## src/rtl/alu_pkg.sv

```systemverilog
// Shared ALU definitions: op codes, RV32I opcode/funct constants, default widths
// and the RV32I instruction field layout.
package alu_pkg;

  localparam int unsigned WORDSIZE_DEF = 32;
  localparam int unsigned OPSIZE_DEF   = 4;
  localparam int unsigned IMMSIZE_DEF  = 20;

  // ALU op codes
  localparam int unsigned ALU_NONE = 0;
  localparam int unsigned ALU_ADD  = 1;
  localparam int unsigned ALU_SUB  = 2;
  localparam int unsigned ALU_SLL  = 3;
  localparam int unsigned ALU_SRL  = 4;
  localparam int unsigned ALU_SRA  = 5;
  localparam int unsigned ALU_SLU  = 6;
  localparam int unsigned ALU_SLT  = 7;
  localparam int unsigned ALU_OR   = 8;
  localparam int unsigned ALU_AND  = 9;
  localparam int unsigned ALU_XOR  = 10;
  localparam int unsigned ALU_SIU  = 11;

  // RV32I major opcodes
  localparam logic [6:0] OPC_LOAD   = 7'b0000011;
  localparam logic [6:0] OPC_OP_IMM = 7'b0010011;
  localparam logic [6:0] OPC_STORE  = 7'b0100011;
  localparam logic [6:0] OPC_OP     = 7'b0110011;
  localparam logic [6:0] OPC_LUI    = 7'b0110111;
  localparam logic [6:0] OPC_BRANCH = 7'b1100011;

  localparam logic [6:0] F7_BASE = 7'b0000000;
  localparam logic [6:0] F7_ALT  = 7'b0100000;

  localparam logic [2:0] F3_ADD  = 3'b000;
  localparam logic [2:0] F3_SLL  = 3'b001;
  localparam logic [2:0] F3_SLT  = 3'b010;
  localparam logic [2:0] F3_SLTU = 3'b011;
  localparam logic [2:0] F3_XOR  = 3'b100;
  localparam logic [2:0] F3_SR   = 3'b101;
  localparam logic [2:0] F3_OR   = 3'b110;
  localparam logic [2:0] F3_AND  = 3'b111;

  typedef struct packed {
    logic [6:0] funct7;
    logic [4:0] rs2;
    logic [4:0] rs1;
    logic [2:0] funct3;
    logic [4:0] rd;
    logic [6:0] opcode;
  } rv_instr_t;

endpackage

```

## src/rtl/alu_issue_decode.sv

```systemverilog
// Combinational RV32I decode into ALU operands, op code, destination and
// write-back/illegal flags.
module alu_issue_decode import alu_pkg::*; #(
  parameter int unsigned WORDSIZE = WORDSIZE_DEF,
  parameter int unsigned OPSIZE   = OPSIZE_DEF,
  parameter int unsigned IMMSIZE  = IMMSIZE_DEF
) (
  input  logic [31:0]         instr,
  input  logic [WORDSIZE-1:0] rs1_val,
  input  logic [WORDSIZE-1:0] rs2_val,
  output logic [WORDSIZE-1:0] alu_a_c,
  output logic [WORDSIZE-1:0] alu_b_c,
  output logic [OPSIZE-1:0]   alu_op_c,
  output logic [4:0]          rd_c,
  output logic                wb_en_c,
  output logic                illegal_c
);

  rv_instr_t           f;
  logic [11:0]         imm_i;
  logic [11:0]         imm_s;
  logic [WORDSIZE-1:0] sext_i;
  logic [WORDSIZE-1:0] sext_s;
  logic [WORDSIZE-1:0] zext_sh;
  logic [WORDSIZE-1:0] zext_u;
  logic                unused_rs1;

  logic [OPSIZE-1:0]   op;
  logic [WORDSIZE-1:0] a;
  logic [WORDSIZE-1:0] b;
  logic [4:0]          rd_v;
  logic                wb;
  logic                bad;

  assign f          = rv_instr_t'(instr);
  assign imm_i      = instr[31:20];
  assign imm_s      = {instr[31:25], instr[11:7]};
  assign sext_i     = {{(WORDSIZE-12){imm_i[11]}}, imm_i};
  assign sext_s     = {{(WORDSIZE-12){imm_s[11]}}, imm_s};
  assign zext_sh    = WORDSIZE'(f.rs2);
  assign zext_u     = WORDSIZE'(instr[31 -: IMMSIZE]);
  assign unused_rs1 = ^f.rs1;

  // Register-register funct3 map shared by OP and OP-IMM
  function automatic logic [OPSIZE-1:0] base_op(input logic [2:0] funct3);
    case (funct3)
      F3_ADD:  base_op = OPSIZE'(ALU_ADD);
      F3_SLL:  base_op = OPSIZE'(ALU_SLL);
      F3_SLT:  base_op = OPSIZE'(ALU_SLT);
      F3_SLTU: base_op = OPSIZE'(ALU_SLU);
      F3_XOR:  base_op = OPSIZE'(ALU_XOR);
      F3_SR:   base_op = OPSIZE'(ALU_SRL);
      F3_OR:   base_op = OPSIZE'(ALU_OR);
      default: base_op = OPSIZE'(ALU_AND);
    endcase
  endfunction

  always_comb begin
    op   = OPSIZE'(ALU_NONE);
    a    = '0;
    b    = '0;
    rd_v = '0;
    wb   = 1'b0;
    bad  = 1'b0;
    case (f.opcode)
      OPC_OP_IMM: begin
        a    = rs1_val;
        b    = sext_i;
        rd_v = f.rd;
        wb   = 1'b1;
        op   = base_op(f.funct3);
        // Shift-immediates carry shamt in rs2 and a variant selector in funct7
        if (f.funct3 == F3_SLL || f.funct3 == F3_SR) begin
          b = zext_sh;
          if (f.funct3 == F3_SR && f.funct7 == F7_ALT) op = OPSIZE'(ALU_SRA);
          else if (f.funct7 != F7_BASE)                bad = 1'b1;
        end
      end
      OPC_OP: begin
        a    = rs1_val;
        b    = rs2_val;
        rd_v = f.rd;
        wb   = 1'b1;
        if (f.funct7 == F7_BASE) begin
          op = base_op(f.funct3);
        end else if (f.funct7 == F7_ALT && f.funct3 == F3_ADD) begin
          op = OPSIZE'(ALU_SUB);
        end else if (f.funct7 == F7_ALT && f.funct3 == F3_SR) begin
          op = OPSIZE'(ALU_SRA);
        end else begin
          bad = 1'b1;
        end
      end
      OPC_LUI: begin
        op   = OPSIZE'(ALU_SIU);
        a    = zext_u;
        rd_v = f.rd;
        wb   = 1'b1;
      end
      OPC_LOAD: begin
        op   = OPSIZE'(ALU_ADD);
        a    = rs1_val;
        b    = sext_i;
        rd_v = f.rd;
        wb   = 1'b1;
        bad  = (f.funct3 == 3'b011) || (f.funct3 == 3'b110) || (f.funct3 == 3'b111);
      end
      OPC_STORE: begin
        op  = OPSIZE'(ALU_ADD);
        a   = rs1_val;
        b   = sext_s;
        bad = (f.funct3 > 3'b010);
      end
      OPC_BRANCH: begin
        a = rs1_val;
        b = rs2_val;
        case (f.funct3)
          3'b000, 3'b001: op = OPSIZE'(ALU_SUB);
          3'b100, 3'b101: op = OPSIZE'(ALU_SLT);
          3'b110, 3'b111: op = OPSIZE'(ALU_SLU);
          default:        bad = 1'b1;
        endcase
      end
      default: bad = 1'b1;
    endcase
    // Illegal entries still issue, but carry nothing usable
    if (bad) begin
      op   = OPSIZE'(ALU_NONE);
      a    = '0;
      b    = '0;
      rd_v = '0;
      wb   = 1'b0;
    end
  end

  assign alu_a_c   = a;
  assign alu_b_c   = b;
  assign alu_op_c  = op;
  assign rd_c      = rd_v;
  assign wb_en_c   = wb && (rd_v != 5'd0);
  assign illegal_c = bad;

endmodule

```

## src/rtl/alu_issue.sv

```systemverilog
// ALU issue stage: decode plus valid/ready storage. Defining ALU_ISSUE_SKID_EN
// selects a two-entry skid buffer with a registered in_ready.
module alu_issue import alu_pkg::*; #(
  parameter int unsigned WORDSIZE = WORDSIZE_DEF,
  parameter int unsigned OPSIZE   = OPSIZE_DEF,
  parameter int unsigned IMMSIZE  = IMMSIZE_DEF
) (
  input  logic                clk,
  input  logic                rst_n,
  input  logic                in_valid,
  output logic                in_ready,
  input  logic [31:0]         instr,
  input  logic [WORDSIZE-1:0] rs1_val,
  input  logic [WORDSIZE-1:0] rs2_val,
  output logic                out_valid,
  input  logic                out_ready,
  output logic [WORDSIZE-1:0] alu_a,
  output logic [WORDSIZE-1:0] alu_b,
  output logic [OPSIZE-1:0]   alu_op,
  output logic [4:0]          rd,
  output logic                wb_en,
  output logic                illegal
);

  localparam int unsigned PAY_W = 2 * WORDSIZE + OPSIZE + 5 + 2;

  logic [WORDSIZE-1:0] dec_a;
  logic [WORDSIZE-1:0] dec_b;
  logic [OPSIZE-1:0]   dec_op;
  logic [4:0]          dec_rd;
  logic                dec_wb;
  logic                dec_ill;
  logic [PAY_W-1:0]    dec_pay;

  logic [PAY_W-1:0]    out_q;
  logic                out_valid_q;
  logic                rdy_q;
  logic                in_fire;

  alu_issue_decode #(
    .WORDSIZE (WORDSIZE),
    .OPSIZE   (OPSIZE),
    .IMMSIZE  (IMMSIZE)
  ) u_decode (
    .instr     (instr),
    .rs1_val   (rs1_val),
    .rs2_val   (rs2_val),
    .alu_a_c   (dec_a),
    .alu_b_c   (dec_b),
    .alu_op_c  (dec_op),
    .rd_c      (dec_rd),
    .wb_en_c   (dec_wb),
    .illegal_c (dec_ill)
  );

  assign dec_pay = {dec_a, dec_b, dec_op, dec_rd, dec_wb, dec_ill};
  assign {alu_a, alu_b, alu_op, rd, wb_en, illegal} = out_q;
  assign out_valid = out_valid_q;

`ifdef ALU_ISSUE_SKID_EN

  logic [PAY_W-1:0] skid_q;
  logic             skid_valid_q;
  logic [PAY_W-1:0] out_d;
  logic [PAY_W-1:0] skid_d;
  logic             out_valid_d;
  logic             skid_valid_d;

  assign in_ready = rdy_q;
  assign in_fire  = in_valid && rdy_q;

  // Skid slot drains first to preserve order; in_ready is never set while it is full
  always_comb begin
    out_d        = out_q;
    skid_d       = skid_q;
    out_valid_d  = out_valid_q;
    skid_valid_d = skid_valid_q;
    if (!out_valid_q || out_ready) begin
      if (skid_valid_q) begin
        out_d        = skid_q;
        out_valid_d  = 1'b1;
        skid_valid_d = 1'b0;
      end else begin
        out_valid_d = in_fire;
        if (in_fire) out_d = dec_pay;
      end
    end else if (in_fire) begin
      skid_d       = dec_pay;
      skid_valid_d = 1'b1;
    end
  end

  always_ff @(posedge clk or negedge rst_n) begin
    if (!rst_n) begin
      out_q        <= '0;
      skid_q       <= '0;
      out_valid_q  <= 1'b0;
      skid_valid_q <= 1'b0;
      rdy_q        <= 1'b0;
    end else begin
      out_q        <= out_d;
      skid_q       <= skid_d;
      out_valid_q  <= out_valid_d;
      skid_valid_q <= skid_valid_d;
      rdy_q        <= !skid_valid_d;
    end
  end

`else

  // rdy_q only gates in_ready off until the first edge out of reset
  assign in_ready = rdy_q && (!out_valid_q || out_ready);
  assign in_fire  = in_valid && in_ready;

  always_ff @(posedge clk or negedge rst_n) begin
    if (!rst_n) begin
      out_q       <= '0;
      out_valid_q <= 1'b0;
      rdy_q       <= 1'b0;
    end else begin
      rdy_q <= 1'b1;
      if (!out_valid_q || out_ready) begin
        out_valid_q <= in_fire;
        if (in_fire) out_q <= dec_pay;
      end
    end
  end

`endif

endmodule
```

## config.mk

```make
export PLATFORM = sky130hd
export DESIGN_NAME = alu_issue
export DESIGN_NICKNAME = d
export VERILOG_FILES = /design/src/rtl/alu_pkg.sv /design/src/rtl/alu_issue_decode.sv /design/src/rtl/alu_issue.sv
export SDC_FILE = /design/constraint.sdc
export NUM_CORES = 1
export LEC_CHECK = 0
export CELL_PAD_IN_SITES_DETAIL_PLACEMENT = 1
export CELL_PAD_IN_SITES_GLOBAL_PLACEMENT = 2
export CORE_MARGIN = 1
export CORE_UTILIZATION = 23
export DETAILED_ROUTE_END_ITERATION = 8
export PLACE_DENSITY_LB_ADDON = 0.15
export RECOVER_POWER = 50
export SYNTH_ARGS = -nofsm -noshare
export SYNTH_HDL_FRONTEND = slang
export SYNTH_SLANG_ARGS = --single-unit
```

## constraint.sdc

```tcl
create_clock -name clk -period 1.85 [get_ports clk]
set_clock_uncertainty 0.2 [all_clocks]
set_input_delay 0.185 -clock clk [delete_from_list [all_inputs] [get_ports clk]]
set_output_delay 0.185 -clock clk [all_outputs]
set_load 0.005 [all_outputs]
```

==> results by group, run 1 <==
STA
  • Endpoints failing setup: 11
  • Setup TNS: -79.3 ps
  • RSZ-0062 raised after global routing: yes
  • FMAX: roughly 530 MHz
  • Fin crit share: 101%
  • Post-route setup slack: -24.6 ps
  • Slew headroom: roughly a third
  • Slew Viols, Final: 0
  • Slew @ Worst Pin: roughly 1000 ps
  • Fin crit period: 1870 ps
  • Final hold vios: 0

Job
  • Max Cap Viol: 0

Worst setup path
  • CP Cell Sequence: dlygate4sd2_1, buf_4, a211o_1, a221oi_2, o21ai_4, buf_6, buf_12, o21ai_1
  • Critical Path Fanout Max: 19
  • Crit-path max cell delay: 360 ps
  • CP Class: in2reg
  • CP endpoint kind: flip-flop
  • Worst R2R End: out_q[74]
  • Startpoint types: input port
  • WP data arrival: 1930 ps
  • Crit path max-delay cell type: a221oi_2
  • Worst Reg-to-Reg Cells: 7
  • Worst path bufs/invs: 4
  • CP delay by family, top: compound AO/OA/AOI/OAI gates
  • Worst path required time: around 1900 ps
  • Register-to-register setup slack: -20 ps
  • Worst r2r src: out_valid

CTS
  • Bufs on Longest Clock Path: 2
  • TritonCTS clock tree: built
  • CTS H-tree depth: 3
  • Clock-pin slew on the worst setup and hold paths: 60 ps
  • CTS buffer count: 9
  • Clock Sinks: 77
  • Clk_lat worst skew: approximately 330 ps
  • CTS Root Cell: clkbuf_16

Yosys
  • Post-Syn Instances: 430
  • Post-Syn Area: 0.00381 mm²
  • Share of flip-flops with an asynchronous set or reset: 100%
  • Synth Register Bits: 77
  • Count of cell types in the netlist: between 40 and 50
  • Sequential fraction of the synthesis area: 50.6%
  • EDFF count, synth: 0
  • Syn_nets: 530
  • Mapped Avg Cell Area: a little under 9 µm²
  • Yosys warning total: 0
  • Synth Flop Type: dfrtp_1

Global routing
  • Vias in the first global route: approximately 4500
  • First-pass GRT wire length: roughly 25000 µm
  • Initial antenna violation count: 1
  • Pin count of the biggest net entering global routing: 53
  • GRT overflow: 0
  • Overall Global Routing Usage: 19.2%

Drt
  • Final WL: about 16000 µm
  • DR vias: 4098
  • Via density per instance: 4.69
  • Wire per inst: roughly 18 µm
  • Final ANT Viol Nets: 0
  • DRC: 0
  • First-pass DRT Iterations: 4
  • First DRT Iteration DRCs: around 180

Placement
  • Placed inst area: approximately 0.0062 mm²
  • HPWL Detailed: between 10000 and 15000 µm
  • Routability cong.: a little under 0.8
  • Port bufs: 176

Power and ir drop
  • Leakage: 2.92 nW
  • Worst VDD drop: 0.418 mV
  • Pwr dens: ~580 mW/mm²

Layout
  • Layout cells sized above 1: between 20% and 30%
  • Post-route cell area: roughly 0.007 mm²
  • Area Overhead vs Synth: 84.4%
  • Final nets: 754

Hold path
  • Hold path cells: 3
  • Hold wc startpoint: rs1_val[2]
  • Hold WC Path Type: in2reg
  • Hold endpoint: out_q[45]

Floorplan
  • FP Rows: 46
  • Die W: 131 µm
  • Die extent in y: ~130 µm
  • I/O pin total: around 180
  • Die ar.: 0.0171 mm²
  • Core box area: between 0.015 and 0.02 mm²
  • Initial Util: a little under a quarter

Run status
  • Status: finished with violations
  • Failing checks: setup timing
-- how the worst max path moves through the flow --
stage | cells after the start | endpoint | from
3_3_place_gp | 8 | out_q[18] | instr[25]
4_1_cts | 7 | out_q[21] | out_valid
3_5_place_dp | 8 | out_q[65] | instr[26]
6_report | 8 | out_q[74] | instr[2]
2_1_floorplan | 8 | out_q[0] | instr[12]
5_1_grt | 7 | out_q[11] | out_valid
-- synthesized netlist by cell type, types with 4 or more instances --
library cell / instances / area share [%]
a21oi_1: 50 / 6.6
a22o_1: 5 / 1.1
a22oi_1: 7 / 1.4
and3_1: 23 / 3.8
buf_2: 5 / 0.66
buf_6: 8 / 2.4
clkbuf_1: 18 / 1.8
dfrtp_1: 77 / 51
nand2_1: 100 / 9.9
nand2b_1: 4 / 0.66
nor3_1: 4 / 0.53
o21ai_0: 17 / 2.2
o21ai_1: 60 / 7.9
-- routing by layer --
layer,vias up,GRT usage [%],wire length (µm)
met2,98,33.0,8050
met4,0,5.61,149
met3,10,4.89,916
li1,1963,-,-
met5,-,0,0
met1,2027,23.8,6840
-- layout make-up --
type / instances / area (µm²)
fill: 1843 / 8980
multi-input combinational: 316 / 1980
sequential: 77 / 1930
tap: 216 / 270
timing repair buffer: 250 / 2540
antenna: 1 / 2.50
clock inverter: 1 / 30.0
clock buffer: 13 / 270
-- worst min-delay path: cells and delay by family --
family | cells | cell delay [ps]
compound gates | 1 | 50
buf+inv | 1 | 400
simple gates | 1 | 60
-- what timing repair did --
action | in CTS | in global routing
hold endpoints to repair | 77 | 0
gates resized for setup | 79 | 22
cloned | 4 | 2
hold buffers | 1 | 0
setup endpoints to repair | 75 | 74
buffers inserted | 9 | 1
pin swaps | 20 | 25
-- flip-flops by register name (all words and copies together) (netlist names) --
name       flops
out_q         75
out_valid      1
rdy_q          1
-- power by group --
part	leakage (nW)	total [mW]	internal, mW	switching, mW
combinational	1.71	0.569	0.321	0.248
sequential	1.07	1.70	1.69	0.00575
clock	0.148	1.83	1.14	0.690
-- logic make-up after synthesis --
kind of cell              count (synthesis)  share of synthesized area, %
and+or+nand+nor                         154                          19.6
buffers and inverters                    37                          5.78
DFF                                      77                          50.6
AOI/OAI and AO/OA                       159                          23.5
other                                     1                        0.0985
xor gates and xnor gates                  2                         0.460
-- layout by cell type (no fill, tap or decap), types with 3 or more instances in the layout --
master and count:
buf_6 4, clkbuf_16 11, o21ai_1 20, nand2_1 99, and3_1 23, a22oi_1 7
o21ai_0 5, buf_12 11, clkbuf_8 3, nand2b_1 4, o21ai_2 51, buf_4 52
o22ai_1 3, clkdlybuf4s50_1 159, nor2_1 3, buf_16 3, a22o_1 5, o21a_1 3
dlygate4sd2_1 14, a21oi_1 49, dfrtp_1 77
-- through the flow --
step	total power [mW]	hold WS, ps	utilization, %	setup WS [ps]	instances
floorplan	1.86	-311	-	30.5	430
global placement	2.28	-122	38.9	-551	844
detailed placement	2.28	-125	38.9	-626	844
CTS	4.16	79.7	43.2	-38.4	871
global route	4.26	185	43.9	-118	873
finish	4.10	187	43.9	-24.6	874
Note: power is estimated with default switching activity, not from simulation.
==> run 2: changes to the inputs <==
CORE_ASPECT_RATIO = 0.8   (was default)
CORE_UTILIZATION = 27   (was 23)
SYNTH_HIERARCHICAL = 1   (was default)
==> run 2 against run 1 <==
The flow now finishes without violations. Area after synthesis is 15% higher. Clock power about the same. Sequential power about the same. Final area is 6.0% higher. Count of clock-buffer cells in the layout decreased by 3. Setup slack improved by 27 ps. Largest cell class unchanged. Register-to-register slack better by 230 ps. Sequential cell count did not move. First-iteration DRC count fell by 39%. Largest power group unchanged. Hold slack lost 140 ps.
==> results by group, run 2 <==
Placement
  • HPWL Detailed: 11900 µm (+6.5%)
  • Placed inst area: 0.00691 mm² (+11%)
  • Routability cong.: 0.816 (+3.2%)
  • Port bufs: 176 (unchanged)
  • Worst slack, placed: -946 ps (-320 ps)

Global routing
  • Initial antenna violation count: 0 (-1)
  • GRT overflow: 0 (unchanged)
  • Overall Global Routing Usage: 20.1% (+0.85 points)
  • First-pass GRT wire length: 24800 µm (+1.1%)
  • Vias in the first global route: 4206 (-6.4%)
  • Pin count of the biggest net entering global routing: 41 (-23%)

Power and ir drop
  • Worst VDD drop: 0.411 mV (-1.6%)
  • Pwr dens: 566 mW/mm² (-3.0%)
  • Leakage: 3.24 nW (+11%)

Yosys
  • Post-Syn Instances: 368 (-14%)
  • Synth area leader: dfrtp_1
  • EDFF count, synth: 0 (unchanged)
  • Yosys warning total: 6 (+6)
  • Dominant cells by area after synthesis: dfrtp_1 44%, mux2_4 17%, mux2_2 6.4%, a22o_1 4.0%, a21oi_1 3.7%
  • Count of cell types in the netlist: 53 (+13%)
  • Synth top area share: 44.1% (-6.5 points)
  • Synth Register Bits: 77 (unchanged)
  • Count leader, synth: dfrtp_1
  • Share of flip-flops with an asynchronous set or reset: 100% (unchanged)
  • Sequential fraction of the synthesis area: 44.1% (-6.5 points)
  • Post-synth top cells: 77 x dfrtp_1, 50 x mux2_4, 39 x nand2_1
  • Syn_nets: 468 (-12%)
  • Post-Syn Area: 0.00437 mm² (+15%)
  • Mapped Avg Cell Area: 11.9 µm² (+34%)
  • Synth Flop Type: dfrtp_1

Drt
  • Final WL: 16100 µm (+1.2%)
  • First-pass DRT Iterations: 4 (unchanged)
  • Wire per inst: 19.6 µm (+7.2%)
  • Via density per instance: 4.70 (+0.30%)
  • DRC: 0 (unchanged)
  • DR vias: 3880 (-5.3%)
  • First DRT Iteration DRCs: 108 (-39%)
  • Final ANT Viol Nets: 0 (unchanged)

CTS
  • Bufs on Longest Clock Path: 2 (unchanged)
  • CTS Root Cell: clkbuf_16
  • Clock Sinks: 77 (unchanged)
  • CTS H-tree depth: 3 (unchanged)
  • Clock-pin slew on the worst setup and hold paths: 70 ps (about the same)
  • Clk_lat worst skew: 340 ps (about the same)
  • TritonCTS clock tree: built
  • CTS buffer count: 9 (unchanged)

Layout
  • Largest register FFs: 75 (unchanged)
  • Post-route cell area: 0.00744 mm² (+6.0%)
  • Final nets: 705 (-6.5%)
  • Commonest cells after routing, fill and taps aside: 125 x clkdlybuf4s50_1, 77 x dfrtp_1, 62 x buf_4, 59 x mux2_4, 38 x nand2_1
  • Ant diodes: 0 (-1)
  • Layout cells sized above 1: 39.3% (+16 points)
  • Util after Layout: 47.1% (+3.2 points)
  • Biggest register: out_q
  • Commonest non-fill, non-tap cell in the layout: clkdlybuf4s50_1
  • Area Overhead vs Synth: 70.5%

Worst setup path
  • CP Class: in2reg
  • Register-to-register setup slack: 210 ps (+230 ps)
  • CP Cell Sequence: buf_8, or4_4, nor2_4, a211o_4, and4_4, buf_12, a22o_1, mux2_4
  • Crit path max-delay cell type: or4_4
  • Worst path bufs/invs: 2 (-2)
  • WP data arrival: 1930 ps (about the same)
  • Critical Path Fanout Max: 8 (-11)
  • Crit-path max cell delay: 570 ps (+210 ps)
  • CP delay by family, top: simple AND/OR/NAND/NOR gates
  • Startpoint types: input port
  • Worst path required time: 1930 ps (+30 ps)
  • CP endpoint kind: flip-flop

Floorplan
  • Initial Util: 27.6% (+3.8 points)
  • Die W: 144 µm (+10%)
  • I/O pin total: 177 (unchanged)
  • FP Rows: 41 (-11%)
  • Die extent in y: 116 µm (-11%)
  • Die ar.: 0.0167 mm² (-2.3%)
  • Core box area: 0.0158 mm² (-1.3%)

STA
  • Slew Viols, Final: 0 (unchanged)
  • Post-route setup slack: 2.17 ps (+26.8 ps)
  • RSZ-0062 raised after global routing: yes
  • Fin crit period: 1850 ps (-26.8 ps)
  • Fin crit share: 99.9% (-1.4 points)
  • Slew @ Worst Pin: 627 ps (-375 ps)
  • Final hold vios: 0 (unchanged)
  • FMAX: 541 MHz (+1.5%)
  • Slew headroom: 58.2% (+25 points)
  • Endpoints failing setup: 0 (-11)

Hold path
  • Hold WC Path Type: in2async

Job
  • Max Cap Viol: 0 (unchanged)

Run status
  • Status: finished, final reports clean
==> run 2: cell count changes after synthesis, moves of 14 or more <==
cell / delta
nand2_1: -61
a22o_1: +15
a21oi_1: -18
nor2_1: +14
mux2_2: +25
and3_1: -23
o21ai_1: -59
and2_1: +17
mux2_4: +50
==> run 2: layout make-up <==
class,instances,area [µm²]
Clock buffer,10,239
Clock inverter,6,62.6
Fill cell,1714,8360
Inverter,2,7.51
Multi-Input combinational cell,260,2430
Sequential cell,77,1930
Tap cell,215,269
Timing Repair Buffer,255,2500
==> run 2: logic make-up (layout without fill, tap and decap cells) <==
kind of cell | count (synthesis) | after routing | synth area share [%]
flops | 77 | 77 | 44.1
mux | 75 | 75 | 23.6
xor+xnor | 4 | 4 | 0.803
other cells | 1 | 1 | 0.0859
buf+inv | 31 | 273 | 6.31
simple gates | 106 | 106 | 13.0
compound gates | 74 | 74 | 12.0
==> run 2: report_power, final <==
part	internal, mW	total [mW]	switching (mW)
clock network	1.08	1.83	0.749
registers	1.70	1.72	0.0117
logic	0.398	0.672	0.274
==> run 2: metrics by stage <==
step	power, mW	std cells	setup TNS, ps	hold WS (ps)
after detailed placement	2.41	800	-60620	-121
after CTS	4.30	823	-12.4	46.2
after floorplan	1.97	368	-7570	-311
final	4.21	825	0	46.2
after global routing	4.40	825	-76.0	62.6
after global placement	2.40	800	-65860	-129
==> run 2: routing by layer <==
metal	routed length, µm	vias to the layer above	share of wire, %	track usage [%]
met5	0	-	0	0
met4	163	0	1.0	5.61
met3	1170	12	7.3	5.79
met2	7340	118	46	31.8
met1	7460	1951	46	26.7
li1	-	1799	-	-
==> run 2: final timing paths <==
check                      startpoint         to  cells after the start
setup / recovery            instr[25]  out_q[47]                      8
hold / removal                  rst_n  out_q[23]                      2
setup reg to reg            out_valid  out_q[49]                      5
hold reg to reg             out_q[48]  out_q[48]                      1
max in group asynchronous       rst_n  out_q[68]                      3
min in group clk            instr[12]  out_q[43]                      3
==> run 2: worst reg2reg max path: cells and delay by family, from the launching register on <==
family	cells	cell delay [ps]
DFF	1	380
buffers and inverters	2	350
muxes	1	320
and+or+nand+nor	2	280
==> run 2: repair_timing <==
item	4_1_cts	5_1_grt
cloned	2	0
hold endpoints to repair	77	0
setup buffers	4	2
hold buffers	1	0
pin swaps	14	8
resized for setup	93	16
endpoints found under the setup margin	76	62
==> run 3: changes to the inputs <==
CAP_MARGIN = 15   (was default)
MAX_ROUTING_LAYER = met4   (was default)
==> run 3 against run 2 <==
Highest routed layer unchanged. Largest cell class is now multi-input gates. Register-to-register slack got worse by 20 ps. Sequential cell count unchanged. Sequential power about the same. The flow now finishes with violations (setup timing). First-iteration DRC count grew 59%. Combinational power up 1%.
==> results by group, run 3 (synthesis results as in run 2) <==
Run status
  • Status: finished with violations
  • Failing checks: setup timing

Placement
  • Placed inst area: 0.00689 mm² (-0.29%)
  • Port bufs: 176 (unchanged)
  • Worst slack, placed: -1000 ps (-58.3 ps)
  • HPWL Detailed: 11700 µm (-1.5%)
  • Routability cong.: 0.850 (+4.2%)

Layout
  • Commonest non-fill, non-tap cell in the layout: clkdlybuf4s50_1
  • Layout cells sized above 1: 41.2% (+1.8 points)
  • Post-route cell area: 0.00762 mm² (+2.4%)
  • Biggest register: out_q
  • Final nets: 708 (+0.43%)
  • Area Overhead vs Synth: 74.5%
  • Largest register FFs: 75 (unchanged)
  • Commonest cells after routing, fill and taps aside: 128 x clkdlybuf4s50_1, 77 x dfrtp_1, 62 x buf_4, 60 x mux2_4, 38 x nand2_1
  • Ant diodes: 0 (unchanged)
  • Fillers: 1725 (+0.64%)

CTS
  • CTS buffer count: 9 (unchanged)
  • Clk_lat worst skew: 340 ps (about the same)
  • Clock Sinks: 77 (unchanged)
  • CTS Root Cell: clkbuf_16
  • Clock-pin slew on the worst setup and hold paths: 60 ps (about the same)
  • CTS H-tree depth: 3 (unchanged)
  • TritonCTS clock tree: built
  • Bufs on Longest Clock Path: 2 (unchanged)

Drt
  • Final WL: 16100 µm (about the same)
  • Wire per inst: 19.5 µm (-0.26%)
  • DR vias: 3909 (+0.75%)
  • DRC: 0 (unchanged)
  • Final ANT Viol Nets: 0 (unchanged)
  • First DRT Iteration DRCs: 172 (+59%)
  • First-pass DRT Iterations: 4 (unchanged)
  • Via density per instance: 4.73 (+0.50%)

STA
  • Fin crit share: 103% (+3.1 points)
  • Final hold vios: 0 (unchanged)
  • Endpoints failing setup: 10 (+10)
  • Slew headroom: 34.5% (-24 points)
  • Setup TNS: -330 ps (-330 ps)
  • Fin crit period: 1910 ps (+57.3 ps)
  • Slew Viols, Final: 0 (unchanged)
  • RSZ-0062 raised after global routing: yes
  • Post-route setup slack: -55.1 ps (-57.3 ps)
  • Slew @ Worst Pin: 982 ps (+355 ps)
  • FMAX: 525 MHz (-3.0%)

Floorplan
  • FP Rows: 41 (unchanged)
  • Initial Util: 27.6% (unchanged)
  • Core box area: 0.0158 mm² (unchanged)
  • Die ar.: 0.0167 mm² (unchanged)
  • Die extent in y: 116 µm (unchanged)
  • Die W: 144 µm (unchanged)
  • I/O pin total: 177 (unchanged)

Worst setup path
  • WP data arrival: 1930 ps (about the same)
  • Register-to-register setup slack: 190 ps (-20 ps)
  • CP endpoint kind: flip-flop
  • CP startpoint: instr[2]
  • Worst r2r src: out_valid
  • Worst path required time: 1880 ps (-50 ps)
  • Worst R2R End: out_q[58]
  • Critical Path Fanout Max: 8 (unchanged)
  • CP Class: in2reg
  • Startpoint types: input port
  • Worst Reg-to-Reg Cells: 5 (unchanged)

Power and ir drop
  • Sw Pwr: 1.02 mW (-1.9%)
  • P_int: 3.39 mW (+6.5%)
  • Leakage: 3.28 nW (+1.2%)
  • Switching share of total power: 23.1% (-1.5 points)
  • Clock group share of total power: 45.5% (+2.2 points)
  • Reg power frac: 39.0% (-1.7 points)
  • Pwr dens: 578 mW/mm² (+2.0%)
  • Worst VDD drop: 0.393 mV (-4.4%)
  • Power share of the combinational group: 15.5% (-0.5 points)

Global routing
  • Initial antenna violation count: 0 (unchanged)
  • Vias in the first global route: 4357 (+3.6%)
  • GRT overflow: 0 (unchanged)
  • First-pass GRT wire length: 25100 µm (+1.3%)
  • Pin count of the biggest net entering global routing: 41 (unchanged)
  • Overall Global Routing Usage: 21.1% (+1.0 points)

Hold path
  • Hold path cells: 3
  • Hold endpoint: out_q[43]
  • Hold WC Path Type: in2reg
  • Hold wc startpoint: instr[12]

Job
  • Max Cap Viol: 0 (unchanged)
run 3: cell types whose count changed in the layout (fill, tap and decap cells not counted), moves of 3 or more:
cell             delta
dlygate4sd3_1       -3
clkdlybuf4s50_1     +3
a21oi_4             +7
buf_6               +6
a21oi_1             -5
run 3: worst max-delay path by stage:
stage	endpoint	cells after the start	slack (ps)
floorplan	out_q[54]	8	-210
global placement	out_q[16]	9	-1020
detailed placement	out_q[16]	9	-1000
CTS	out_q[26]	10	-20
global route	out_q[49]	9	-80
finish	out_q[57]	9	-60
run 3: what timing repair did:
action | 4_1_cts | 5_1_grt
buffers inserted | 14 | 1
endpoints found under the setup margin | 76 | 62
gates resized for setup | 110 | 30
pin swaps | 16 | 18
cloned | 4 | 0
hold buffers | 1 | 0
endpoints found under the hold margin | 77 | 0
run 3: routing by layer:
metal	part of all wire [%]	wire length (µm)	vias to the layer above	track usage (%)
li1	-	-	1802	-
met1	47	7530	1960	27.7
met2	45	7290	138	31.9
met3	7.2	1160	9	5.74
met4	0.94	152	0	5.89
met5	0	0	-	-
run 3: final cells by class:
type | instances | area, µm² | share of cell area, %
inverter | 2 | 7.51 | 0.0985
tap | 215 | 269 | 3.53
timing repair buffer | 258 | 2530 | 33.2
sequential | 77 | 1930 | 25.3
multi-input combinational | 260 | 2550 | 33.5
clock inverter | 3 | 67.6 | 0.887
clock buffer | 12 | 267 | 3.50
run 3: power groups by stage:
stage	Clock, mW	Combinational, mW	Sequential (mW)
after detailed placement	0	0.647	1.75
after global routing	2.13	0.729	1.72
after global placement	0	0.642	1.75
after CTS	2.08	0.687	1.72
final	2.00	0.680	1.72
after floorplan	0	0.222	1.75
run 3: critical path, cell delays in order:
cell and delay [ps]:
buf_6 90, and4bb_2 320, nand2_2 80, a211o_4 320, and4_4 210, buf_12 130
buf_12 130, a22o_1 200, mux2_4 250
run 3: per-stage QoR:
stage / utilization, % / hold WS (ps) / power, mW / std cells
after floorplan: - / -311 / 1.97 / 368
after global placement: 43.6 / -126 / 2.39 / 799
after detailed placement: 43.6 / -122 / 2.40 / 799
after CTS: 48.2 / 39.9 / 4.48 / 832
after global routing: 48.2 / 115 / 4.58 / 827
final: 48.2 / 99.6 / 4.40 / 827
